--- src/rtl/uart_mem_dump_pkg.sv ---
// Shared RIB bus constants and the memory-dump FSM state encoding.
package uart_mem_dump_pkg;

  localparam int MemAddrBus = 32;
  localparam int MemBus     = 32;

  localparam logic              RstEnable    = 1'b1;
  localparam logic              WriteDisable = 1'b0;
  localparam logic [MemBus-1:0] ZeroWord     = '0;

  typedef enum logic [2:0] {
    S_IDLE,
    S_HDR,
    S_RD_REQ,
    S_RD_CAP,
    S_SEND,
    S_CKS,
    S_DONE
  } dump_state_e;

endpackage

--- src/rtl/uart_mem_dump_tx.sv ---
// 8N1 byte serialiser: start bit, d0..d7, stop bit, each BAUD_DIV clocks.
// ready_o also rises in the final stop-bit cycle so bytes can be chained back to back.
module uart_tx_byte
  import uart_mem_dump_pkg::*;
#(
  parameter int BAUD_DIV = 434
) (
  input  logic       clk,
  input  logic       rst,
  input  logic [7:0] data_i,
  input  logic       valid_i,
  output logic       ready_o,
  output logic       tx_o
);

  localparam int CW = $clog2(BAUD_DIV);

  logic [CW-1:0] baud_q, baud_d;
  logic [3:0]    bit_q, bit_d;
  logic [9:0]    shift_q, shift_d;
  logic          busy_q, busy_d;
  logic          bit_end;
  logic          last_cycle;

  assign bit_end    = (baud_q == CW'(BAUD_DIV - 1));
  assign last_cycle = busy_q && bit_end && (bit_q == 4'd9);
  assign ready_o    = !busy_q || last_cycle;
  // Shifting in ones leaves the register all-ones after the stop bit, so idle is high.
  assign tx_o       = shift_q[0];

  always_comb begin
    // NOTE: every always_comb output gets a default first so no path can infer a latch.
    baud_d  = baud_q;
    bit_d   = bit_q;
    shift_d = shift_q;
    busy_d  = busy_q;
    if (busy_q) begin
      if (bit_end) begin
        baud_d = '0;
        if (bit_q == 4'd9) begin
          busy_d = 1'b0;
        end else begin
          shift_d = {1'b1, shift_q[9:1]};
          bit_d   = bit_q + 4'd1;
        end
      end else begin
        baud_d = baud_q + CW'(1);
      end
    end
    if (valid_i && ready_o) begin
      shift_d = {1'b1, data_i, 1'b0};
      baud_d  = '0;
      bit_d   = '0;
      busy_d  = 1'b1;
    end
  end

  // NOTE: sequential state uses non-blocking assignments only, so every flop samples pre-edge values.
  always_ff @(posedge clk) begin
    if (rst == RstEnable) begin
      baud_q  <= '0;
      bit_q   <= '0;
      shift_q <= '1;
      busy_q  <= 1'b0;
    end else begin
      baud_q  <= baud_d;
      bit_q   <= bit_d;
      shift_q <= shift_d;
      busy_q  <= busy_d;
    end
  end

endmodule

--- src/rtl/uart_mem_dump.sv ---
// RIB read master that streams a block of memory words out of a UART as
// SYNC_BYTE, data bytes (LSB first), then an 8-bit additive checksum.
module uart_mem_dump
  import uart_mem_dump_pkg::*;
#(
  parameter int         BAUD_DIV  = 434,
  parameter logic [7:0] SYNC_BYTE = 8'hA5
) (
  input  logic                  clk,
  input  logic                  rst,
  input  logic                  start_i,
  input  logic [MemAddrBus-1:0] base_addr_i,
  input  logic [15:0]           word_cnt_i,
  output logic                  req_o,
  output logic                  we_o,
  output logic [MemAddrBus-1:0] addr_o,
  output logic [MemBus-1:0]     wdata_o,
  input  logic [MemBus-1:0]     rdata_i,
  output logic                  tx_o,
  output logic                  busy_o,
  output logic                  done_o
);

  dump_state_e           state_q, state_d;
  logic [MemAddrBus-1:0] addr_q, addr_d;
  logic [15:0]           cnt_q, cnt_d;
  logic [MemBus-1:0]     word_q, word_d;
  logic [2:0]            idx_q, idx_d;
  logic [7:0]            cksum_q, cksum_d;

  logic       tx_valid, tx_ready;
  logic [7:0] tx_data, byte_sel;

  uart_tx_byte #(.BAUD_DIV(BAUD_DIV)) u_tx (
    .clk     (clk),
    .rst     (rst),
    .data_i  (tx_data),
    .valid_i (tx_valid),
    .ready_o (tx_ready),
    .tx_o    (tx_o)
  );

  assign we_o    = WriteDisable;
  assign wdata_o = ZeroWord;
  assign addr_o  = addr_q;
  assign busy_o  = (state_q != S_IDLE) && (state_q != S_DONE);
  assign done_o  = (state_q == S_DONE);

  always_comb begin
    case (idx_q[1:0])
      2'd0:    byte_sel = word_q[7:0];
      2'd1:    byte_sel = word_q[15:8];
      2'd2:    byte_sel = word_q[23:16];
      default: byte_sel = word_q[31:24];
    endcase
  end

  // idx_q counts bytes handed to the serialiser in the current state; once all are
  // handed over, the next tx_ready means the final stop bit is ending.
  always_comb begin
    state_d  = state_q;
    addr_d   = addr_q;
    cnt_d    = cnt_q;
    word_d   = word_q;
    idx_d    = idx_q;
    cksum_d  = cksum_q;
    tx_valid = 1'b0;
    tx_data  = 8'h00;
    req_o    = 1'b0;
    case (state_q)
      S_IDLE: begin
        if (start_i) begin
          addr_d  = base_addr_i & ~32'h3;
          cnt_d   = word_cnt_i;
          cksum_d = 8'h00;
          idx_d   = '0;
          state_d = S_HDR;
        end
      end
      S_HDR: begin
        tx_data = SYNC_BYTE;
        if (idx_q == 3'd0) begin
          tx_valid = 1'b1;
          if (tx_ready) idx_d = 3'd1;
        end else if (tx_ready) begin
          idx_d   = '0;
          state_d = (cnt_q == 16'd0) ? S_CKS : S_RD_REQ;
        end
      end
      S_RD_REQ: begin
        req_o   = 1'b1;
        state_d = S_RD_CAP;
      end
      S_RD_CAP: begin
        req_o   = 1'b1;
        word_d  = rdata_i;
        addr_d  = addr_q + 32'd4;
        cnt_d   = cnt_q - 16'd1;
        idx_d   = '0;
        state_d = S_SEND;
      end
      S_SEND: begin
        tx_data = byte_sel;
        if (idx_q != 3'd4) begin
          tx_valid = 1'b1;
          if (tx_ready) begin
            cksum_d = cksum_q + byte_sel;
            idx_d   = idx_q + 3'd1;
          end
        end else if (tx_ready) begin
          idx_d   = '0;
          state_d = (cnt_q == 16'd0) ? S_CKS : S_RD_REQ;
        end
      end
      S_CKS: begin
        tx_data = cksum_q;
        if (idx_q == 3'd0) begin
          tx_valid = 1'b1;
          if (tx_ready) idx_d = 3'd1;
        end else if (tx_ready) begin
          idx_d   = '0;
          state_d = S_DONE;
        end
      end
      S_DONE: begin
        state_d = S_IDLE;
      end
      default: begin
        state_d = S_IDLE;
      end
    endcase
  end

  always_ff @(posedge clk) begin
    if (rst == RstEnable) begin
      state_q <= S_IDLE;
      addr_q  <= '0;
      cnt_q   <= '0;
      word_q  <= '0;
      idx_q   <= '0;
      cksum_q <= '0;
    end else begin
      state_q <= state_d;
      addr_q  <= addr_d;
      cnt_q   <= cnt_d;
      word_q  <= word_d;
      idx_q   <= idx_d;
      cksum_q <= cksum_d;
    end
  end

endmodule

--- config.mk ---
export PLATFORM = sky130hd
export DESIGN_NAME = uart_mem_dump
export DESIGN_NICKNAME = d
export VERILOG_FILES = /design/src/rtl/uart_mem_dump_pkg.sv /design/src/rtl/uart_mem_dump_tx.sv /design/src/rtl/uart_mem_dump.sv
export SDC_FILE = /design/constraint.sdc
export NUM_CORES = 1
export LEC_CHECK = 0
export CAP_MARGIN = 25
export CORE_UTILIZATION = 45
export DETAILED_ROUTE_END_ITERATION = 8
export PLACE_DENSITY = 0.76
export SYNTH_ARGS = -nofsm -noshare
export SYNTH_HDL_FRONTEND = slang
export SYNTH_SLANG_ARGS = --single-unit
--- constraint.sdc ---
create_clock -name clk -period 3.15 [get_ports clk]
set_input_delay 0.945 -clock clk [delete_from_list [all_inputs] [get_ports clk]]
set_output_delay 0.945 -clock clk [all_outputs]
set_load 0.05 [all_outputs]
==> results.json, run 1 <==
{
  "power.density_nw_per_um2": 695,
  "fp-row-count": 43,
  "die_x_um": 123,
  "yosys-top-cells-count": "nand2_1, dfxtp_1, a21oi_1",
  "synth_top_area_frac": 0.348,
  "worst_pin_slew_ns": 0.947,
  "vias_per_cell": 5.67,
  "hold_viol": 0,
  "overflow": 0,
  "antenna_found_initial": 0,
  "synth_area_um2": 6610,
  "synth_edf_count": 0,
  "final_area_um2": 8450,
  "slew_headroom": 0.366,
  "fin_skew_ns": 0.00766,
  "drc": 0,
  "area_growth_pct": 27.8,
  "cts_root_buf": "clkbuf_16",
  "crit_path_end_kind": "flop",
  "cp.required_ns": 3.50,
  "synthTopCellsByArea": "dfxtp_1, nand2_1, a21oi_1, nor2_1, buf_4",
  "clock_path_buffers": 2,
  "hold_buffers": 0,
  "drtAntennaViolNets": 0,
  "slew_viol_final": 0,
  "port_buffers": 114,
  "reg2regPathDepth": 11,
  "cts_sinks": 115,
  "synthArstFlopShare": 0,
  "status": "completed",
  "fp.dieH_um": 123,
  "drt_pass1_iterations": 5,
  "wl_per_cell_um": 15.4,
  "cts_tree": "built",
  "period_share": 0.941,
  "vias": 6395,
  "htreeDepth": 4,
  "ys_seq_area_frac": 0.348,
  "maxCapViolCount": 0,
  "setup_viol": 0,
  "ys_warn_count": 0,
  "hpwl_um": 11700,
  "avgSynthCellArea_um2": 7.94,
  "fin_ws_ns": 0.185,
  "place_congestion": 0.839,
  "vdd_drop_max_uv": 458,
  "path_max_fanout": 5,
  "initial_core_util": 0.469,
  "hold_depth": 2,
  "cp.arrival_ns": 3.32,
  "synth_area_leader_cell": "dfxtp_1",
  "diodes": 0,
  "io_pins": 152,
  "finalSetupTns_ns": 0,
  "yosys.cell_count.top_type": "nand2_1",
  "power_uw": 5870,
  "totalWireLength_um": 17400,
  "grt_use_total": 0.236,
  "nets": 1035,
  "ys_ff_latch": 115,
  "dpl_worst_slack_ns": 0.0946,
  "cts_buffers": 17,
  "fp.dieArea_um2": 15200,
  "grt_max_degree": 54,
  "syn_inst": 833,
  "crit_path_start_kind": "flop",
  "drtIter0Drc": 527,
  "path_clk_slew_ns": 0.05,
  "core_um2": 14100,
  "fmax_ghz": 0.337,
  "ys_types": 83,
  "critPathKind": "flop to flop",
  "total_leakage_power_uw": 0.00312,
  "drive_gt1_frac": 0.0971,
  "grt_pass1_vias": 5752,
  "hold_class": "flop to flop",
  "post-route-util": 0.600,
  "ys.flop_type": "dfxtp_1",
  "place_area_um2": 7720,
  "grt_pass1_wl_um": 27900,
  "clock_latency_ns": 0.43,
  "period_minus_slack_ns": 2.96
}
through the flow:
| step | cells | hold slack [ns] |
|---|---|---|
| after detailed placement | 1093 | 0.447 |
| after global placement | 1093 | 0.441 |
| final | 1127 | 0.455 |
| after global routing | 1127 | 0.466 |
| after floorplan | 867 | 0.433 |
| after CTS | 1125 | 0.455 |
cell usage in the layout (no fill, tap or decap), types with 6 or more instances in the layout:
| cell type | synthesis | routed |
|---|---|---|
| or3_1 | 14 | 14 |
| o21ai_0 | 25 | 23 |
| nand2b_1 | 7 | 7 |
| clkbuf_8 | 4 | 6 |
| nand3_1 | 23 | 22 |
| inv_1 | 24 | 22 |
| xnor2_1 | 7 | 7 |
| a221oi_1 | 7 | 7 |
| nor2_1 | 77 | 77 |
| a31oi_1 | 18 | 18 |
| a21oi_1 | 89 | 88 |
| ha_1 | 17 | 12 |
| o211ai_1 | 11 | 11 |
| nand4_1 | 16 | 16 |
| and3_1 | 8 | 8 |
| nor4_1 | 12 | 12 |
| nand2_1 | 131 | 131 |
| nor3_1 | 23 | 23 |
| dfxtp_1 | 115 | 113 |
| a22oi_1 | 6 | 6 |
| buf_4 | 38 | 21 |
| clkbuf_16 | 0 | 17 |
| a222oi_1 | 8 | 8 |
| conb_1 | 1 | 35 |
| mux2i_1 | 8 | 8 |
| clkdlybuf4s50_1 | 0 | 110 |
kinds of logic after synthesis:
group,synth area share
AO/OA/AOI/OAI,0.217
XOR/XNOR,0.0159
adder cells (fa/ha/maj),0.0367
buffers and inverters,0.0955
flip-flops,0.348
multiplexers,0.0172
other,0.000567
AND/OR/NAND/NOR,0.269
state kept, by name (all words and copies together), names as in the netlist, 4 cells and up:
signal        cells
addr_o           30
cksum_q           8
u_tx.bit_q        4
word_q           32
cnt_q            16
u_tx.baud_q       9
u_tx.shift_q      9
power breakdown:
group | total [uW] | switching [uW] | leakage (uW) | internal (uW)
sequential | 1910 | 248 | 0.000938 | 1660
combinational | 1840 | 1160 | 0.00186 | 687
clock | 2120 | 674 | 0.000325 | 1440
total | 5870 | 2080 | 0.00312 | 3790
timing repair:
| item | CTS | global route |
|---|---|---|
| buffers inserted | 0 | 2 |
| resized for setup | 0 | 19 |
| setup endpoints to repair | 0 | 3 |
metal layers:
layer,share of wire,GRT usage,wire length (um),vias up
met2,0.47,0.374,8100,249
met3,0.063,0.0461,1100,36
li1,-,-,-,3160
met1,0.45,0.301,7750,2950
met4,0.025,0.129,436,0
met5,0,0,0,-
final timing paths:
path | slack, ns | endpoint | startpoint
worst min-delay path | 0.45 | word_q[24] | word_q[24]
worst min register to register | 0.45 | word_q[24] | word_q[24]
worst max-delay path | 0.19 | cksum_q[7] | idx_q[0]
worst max register to register | 0.19 | cksum_q[7] | idx_q[0]
area by class of cell:
| cell class | count | area [um^2] |
|---|---|---|
| sequential | 115 | 2300 |
| inverter | 24 | 90.1 |
| clock inverter | 9 | 148 |
| fill | 1274 | 5640 |
| clock buffer | 23 | 508 |
| timing repair buffer | 133 | 1300 |
| tap | 180 | 225 |
| multi-input combinational | 643 | 3880 |
worst max-delay path, cell delays in order, from the launching register on:
cell and delay [ns]:
dfxtp_2 0.38, inv_2 0.09, ha_4 0.18, buf_4 0.15
a222oi_1 0.38, a21oi_1 0.16, ha_1 0.39, nand3_1 0.15
o2111ai_2 0.14, and3_1 0.20, or4b_1 0.49, a31oi_1 0.16
Note: power is estimated with default switching activity, not from simulation.
==> inputs of run 2 (changes only) <==
Settings changed: CTS_CLUSTER_SIZE set to 30, MAX_ROUTING_LAYER set to met4, SKIP_CTS_REPAIR_TIMING set to 1.
==> results.json, run 2 (synthesis gave the netlist of run 1 again) <==
{
  "status": "completed",
  "maxCapViolCount": 0,
  "p_int_uw": 3790,
  "grt_pass1_vias": 5766,
  "layout_commonest_cell": "nand2_1",
  "period_minus_slack_ns": 2.97,
  "cts_buffers": 17,
  "setup_viol": 0,
  "critPathKind": "flop to flop",
  "fin_ws_ns": 0.181,
  "die_x_um": 123,
  "clockPowerShare": 0.360,
  "core_um2": 14100,
  "fin_skew_ns": 0.00697,
  "vdd_drop_max_uv": 458,
  "drive_gt1_frac": 0.0971,
  "hold_viol": 0,
  "htreeDepth": 4,
  "total_leakage_power_uw": 0.00312,
  "p_sw_uw": 2080,
  "path_clk_slew_ns": 0.05,
  "largest_reg_flops": 32,
  "initial_core_util": 0.469,
  "place_congestion": 0.852,
  "nets": 1035,
  "drc": 0,
  "crit_path_start_kind": "flop",
  "fp.dieArea_um2": 15200,
  "diodes": 0,
  "cts_root_buf": "clkbuf_16",
  "finalSetupTns_ns": 0,
  "port_buffers": 114,
  "layout_common_cells": "nand2_1, dfxtp_1, clkdlybuf4s50_1, a21oi_1, nor2_1",
  "fp.dieH_um": 123,
  "swShare": 0.354,
  "grt_pass1_wl_um": 27900,
  "cts_tree": "built",
  "overflow": 0,
  "fp-row-count": 43,
  "grt_use_total": 0.243,
  "power.density_nw_per_um2": 695,
  "vias_per_cell": 5.73,
  "power_frac_seq": 0.326,
  "period_share": 0.943,
  "vias": 6461,
  "wl_per_cell_um": 15.4,
  "drt_pass1_iterations": 7,
  "hpwl_um": 11700,
  "path_max_fanout": 5,
  "fmax_ghz": 0.337,
  "grt_max_degree": 54,
  "cp.required_ns": 3.50,
  "regMostFlops": "word_q",
  "dpl_worst_slack_ns": 0.0946,
  "drtIter0Drc": 550,
  "comb_power_share": 0.314,
  "cts_sinks": 115,
  "slew_headroom": 0.368,
  "hold_class": "flop to flop",
  "totalWireLength_um": 17400,
  "antenna_found_initial": 0,
  "io_pins": 152,
  "area_growth_pct": 27.8,
  "clock_path_buffers": 2,
  "cp.arrival_ns": 3.32,
  "clock_latency_ns": 0.42,
  "slew_viol_final": 0,
  "worst_pin_slew_ns": 0.945,
  "drtAntennaViolNets": 0,
  "crit_path_end_kind": "flop"
}
run 2: through the flow:
| step | area [um^2] | hold slack [ns] | cells | total power [uW] | util |
|---|---|---|---|---|---|
| 6_report | 8450 | 0.455 | 1127 | 5880 | 0.600 |
| 3_3_place_gp | 7720 | 0.441 | 1093 | 3720 | 0.547 |
| 2_1_floorplan | 6740 | 0.433 | 867 | 3240 | - |
| 3_5_place_dp | 7720 | 0.447 | 1093 | 3750 | 0.547 |
| 4_1_cts | 8370 | 0.455 | 1125 | 5880 | 0.594 |
| 5_1_grt | 8450 | 0.466 | 1127 | 6170 | 0.600 |
run 2: final timing paths:
check | startpoint | slack (ns) | endpoint | depth (start not counted)
worst max register to register | idx_q[0] | 0.18 | cksum_q[5] | 11
worst min register to register | word_q[24] | 0.45 | word_q[24] | 2
worst max-delay path | idx_q[0] | 0.18 | cksum_q[5] | 11
worst min-delay path | word_q[24] | 0.45 | word_q[24] | 2
run 2: final cells by class:
type	count	area, um^2
well taps	180	225
multi-input cells	643	3880
repair buffers	133	1300
fillers	1274	5640
clock buffers	23	508
flip-flops and latches	115	2300
inverters	24	90.1
clock inverters	9	148
run 2: per-layer routing:
metal | track usage | vias up | wire (um)
met3 | 0.0517 | 45 | 1150
met4 | 0.122 | 0 | 456
met5 | - | - | 0
li1 | - | 3157 | -
met2 | 0.375 | 289 | 8160
met1 | 0.301 | 2970 | 7640
run 2: power by group through the flow:
stage / sequential, uW / combinational (uW) / clock, uW
floorplan: 2130 / 1110 / 0
global placement: 1930 / 1800 / 0
detailed placement: 1930 / 1820 / 0
CTS: 1900 / 1830 / 2150
global route: 1940 / 2000 / 2230
finish: 1910 / 1850 / 2110
run 2: worst max-delay path, stage by stage, from the launching register on:
cell and delay (ns):
dfxtp_2 0.38, inv_2 0.09, ha_4 0.18, buf_4 0.15, a222oi_1 0.38, a21oi_1 0.17
ha_1 0.41, nand3_2 0.12, o211ai_1 0.27, nor3_1 0.09, or4b_1 0.52, a21oi_1 0.15
==> inputs of run 3 (changes only) <==
Settings changed: CELL_PAD_IN_SITES_DETAIL_PLACEMENT set to 0, CELL_PAD_IN_SITES_GLOBAL_PLACEMENT set to 1, CORE_UTILIZATION 45 to 37, PLACE_DENSITY 0.76 to not set, PLACE_DENSITY_LB_ADDON set to 0.1.
Clock period 3.15 ns to 3.1 ns, I/O delays scaled along.
==> results.json, run 3 (synthesis gave the netlist of run 1 again) <==
{
  "cp_slowest_stage_delay_ns": 0.67,
  "layout_commonest_cell": "nand2_1",
  "fin_ws_ns": 0.141,
  "regMostFlops": "word_q",
  "cp.arrival_ns": 2.03,
  "largest_reg_flops": 32,
  "period_share": 0.954,
  "clock_latency_ns": 0.43,
  "path_cells": "inv_1, nor3_1, buf_12",
  "path_buf_inv": 2,
  "seq_area_um2": 2300,
  "multi_input_area_um2": 3860,
  "fin_skew_ns": 0.0114,
  "setup_viol": 0,
  "vias_per_cell": 5.38,
  "drt_pass1_iterations": 5,
  "period_minus_slack_ns": 2.96,
  "overflow": 0,
  "io_pins": 152,
  "power.density_nw_per_um2": 682,
  "hold_viol": 0,
  "critPathKind": "flop to output port",
  "initial_core_util": 0.381,
  "fmax_ghz": 0.338,
  "crit_path_start_kind": "flop",
  "cts_buffers": 17,
  "wl_per_cell_um": 15.9,
  "grt_use_total": 0.217,
  "totalWireLength_um": 18900,
  "drive_gt1_frac": 0.105,
  "diodes": 0,
  "fp.dieArea_um2": 18400,
  "nets": 1048,
  "final_area_um2": 8550,
  "crit_path_end_kind": "output port",
  "antenna_found_initial": 0,
  "cts_tree": "built",
  "core_um2": 17400,
  "place_area_um2": 7920,
  "htreeDepth": 4,
  "slew_viol_final": 0,
  "clock_path_buffers": 2,
  "maxCapViolCount": 0,
  "area_growth_pct": 29.3,
  "fp-row-count": 48,
  "finalSetupTns_ns": 0,
  "worst_pin_slew_ns": 0.660,
  "place_congestion": 0.810,
  "crit_family": "flip-flops",
  "status": "completed",
  "fillCellCount": 1736,
  "die_x_um": 136,
  "port_buffers": 114,
  "vias": 6379,
  "cts_root_buf": "clkbuf_16",
  "drc": 0,
  "path_max_fanout": 13,
  "layout_common_cells": "nand2_1, dfxtp_1, clkdlybuf4s50_1, a21oi_1, nor2_1",
  "path_clk_slew_ns": 0.06,
  "grt_pass1_wl_um": 30500,
  "vdd_drop_max_uv": 437,
  "slew_headroom": 0.556,
  "cp.required_ns": 2.17,
  "drtIter0Drc": 326,
  "fp.dieH_um": 136,
  "crit_slowest_cell": "dfxtp_1",
  "grt_max_degree": 64,
  "grt_pass1_vias": 6068,
  "hpwl_um": 13200,
  "dpl_worst_slack_ns": 0.152,
  "hold_class": "flop to flop",
  "drtAntennaViolNets": 0,
  "rsz0062_at_grt": "false",
  "total_leakage_power_uw": 0.00315,
  "cts_sinks": 115
}
[run 3: cell types whose count changed in the layout (fill, tap and decap cells not counted), moves of 3 or more]
cell / previous run / this run
buf_4: 21 / 31
ha_1: 12 / 15
inv_6: 0 / 3
a21oi_2: 1 / 5
buf_12: 2 / 5
clkinv_4: 0 / 4
a21oi_1: 88 / 84
clkbuf_8: 6 / 0
[run 3: per-layer routing]
metal | GRT usage | up-vias | part of all wire
met1 | 0.265 | 3014 | 0.45
met4 | 0.0705 | 0 | 0.011
met3 | 0.0426 | 24 | 0.048
met2 | 0.357 | 160 | 0.49
li1 | - | 3181 | -
met5 | - | - | 0
[run 3: layout make-up]
class,instances,share of cell area
clock buffer,17,0.0497
clock inverter,15,0.0186
inverter,24,0.0105
multi-input combinational,643,0.452
sequential,115,0.269
tap,225,0.0329
timing repair buffer,146,0.168
[run 3: worst paths after layout]
| check | from | endpoint | slack, ns | depth (start not counted) |
|---|---|---|---|---|
| min reg2reg | word_q[25] | word_q[25] | 0.45 | 2 |
| max | state_q[2] | done_o | 0.14 | 3 |
| min | word_q[25] | word_q[25] | 0.45 | 2 |
| max reg2reg | idx_q[0] | cksum_q[6] | 0.19 | 13 |
[run 3: power breakdown]
group / total [uW] / internal (uW) / switching (uW) / leakage (uW)
Clock: 1970 / 1190 / 778 / 0.000280
Sequential: 1950 / 1690 / 260 / 0.000937
Combinational: 1920 / 735 / 1180 / 0.00194
[run 3: worst reg2reg max path: stages, from the launching register on]
cell and delay (ns):
dfxtp_1 0.31, buf_4 0.14, ha_1 0.22, inv_1 0.13, buf_4 0.21, o21ai_0 0.15, buf_4 0.18, fa_1 0.43
nor2b_1 0.16, o21ai_0 0.14, buf_4 0.17, a21o_1 0.19, a311oi_1 0.29, o41ai_1 0.09
[run 3: per-stage QoR]
| stage | hold WS [ns] | util | total power, uW | std cells |
|---|---|---|---|---|
| after floorplan | 0.433 | - | 3290 | 867 |
| after global placement | 0.442 | 0.457 | 3850 | 1153 |
| after detailed placement | 0.444 | 0.457 | 3890 | 1153 |
| after CTS | 0.452 | 0.490 | 5870 | 1185 |
| after global routing | 0.471 | 0.493 | 6120 | 1185 |
| final | 0.452 | 0.493 | 5830 | 1185 |
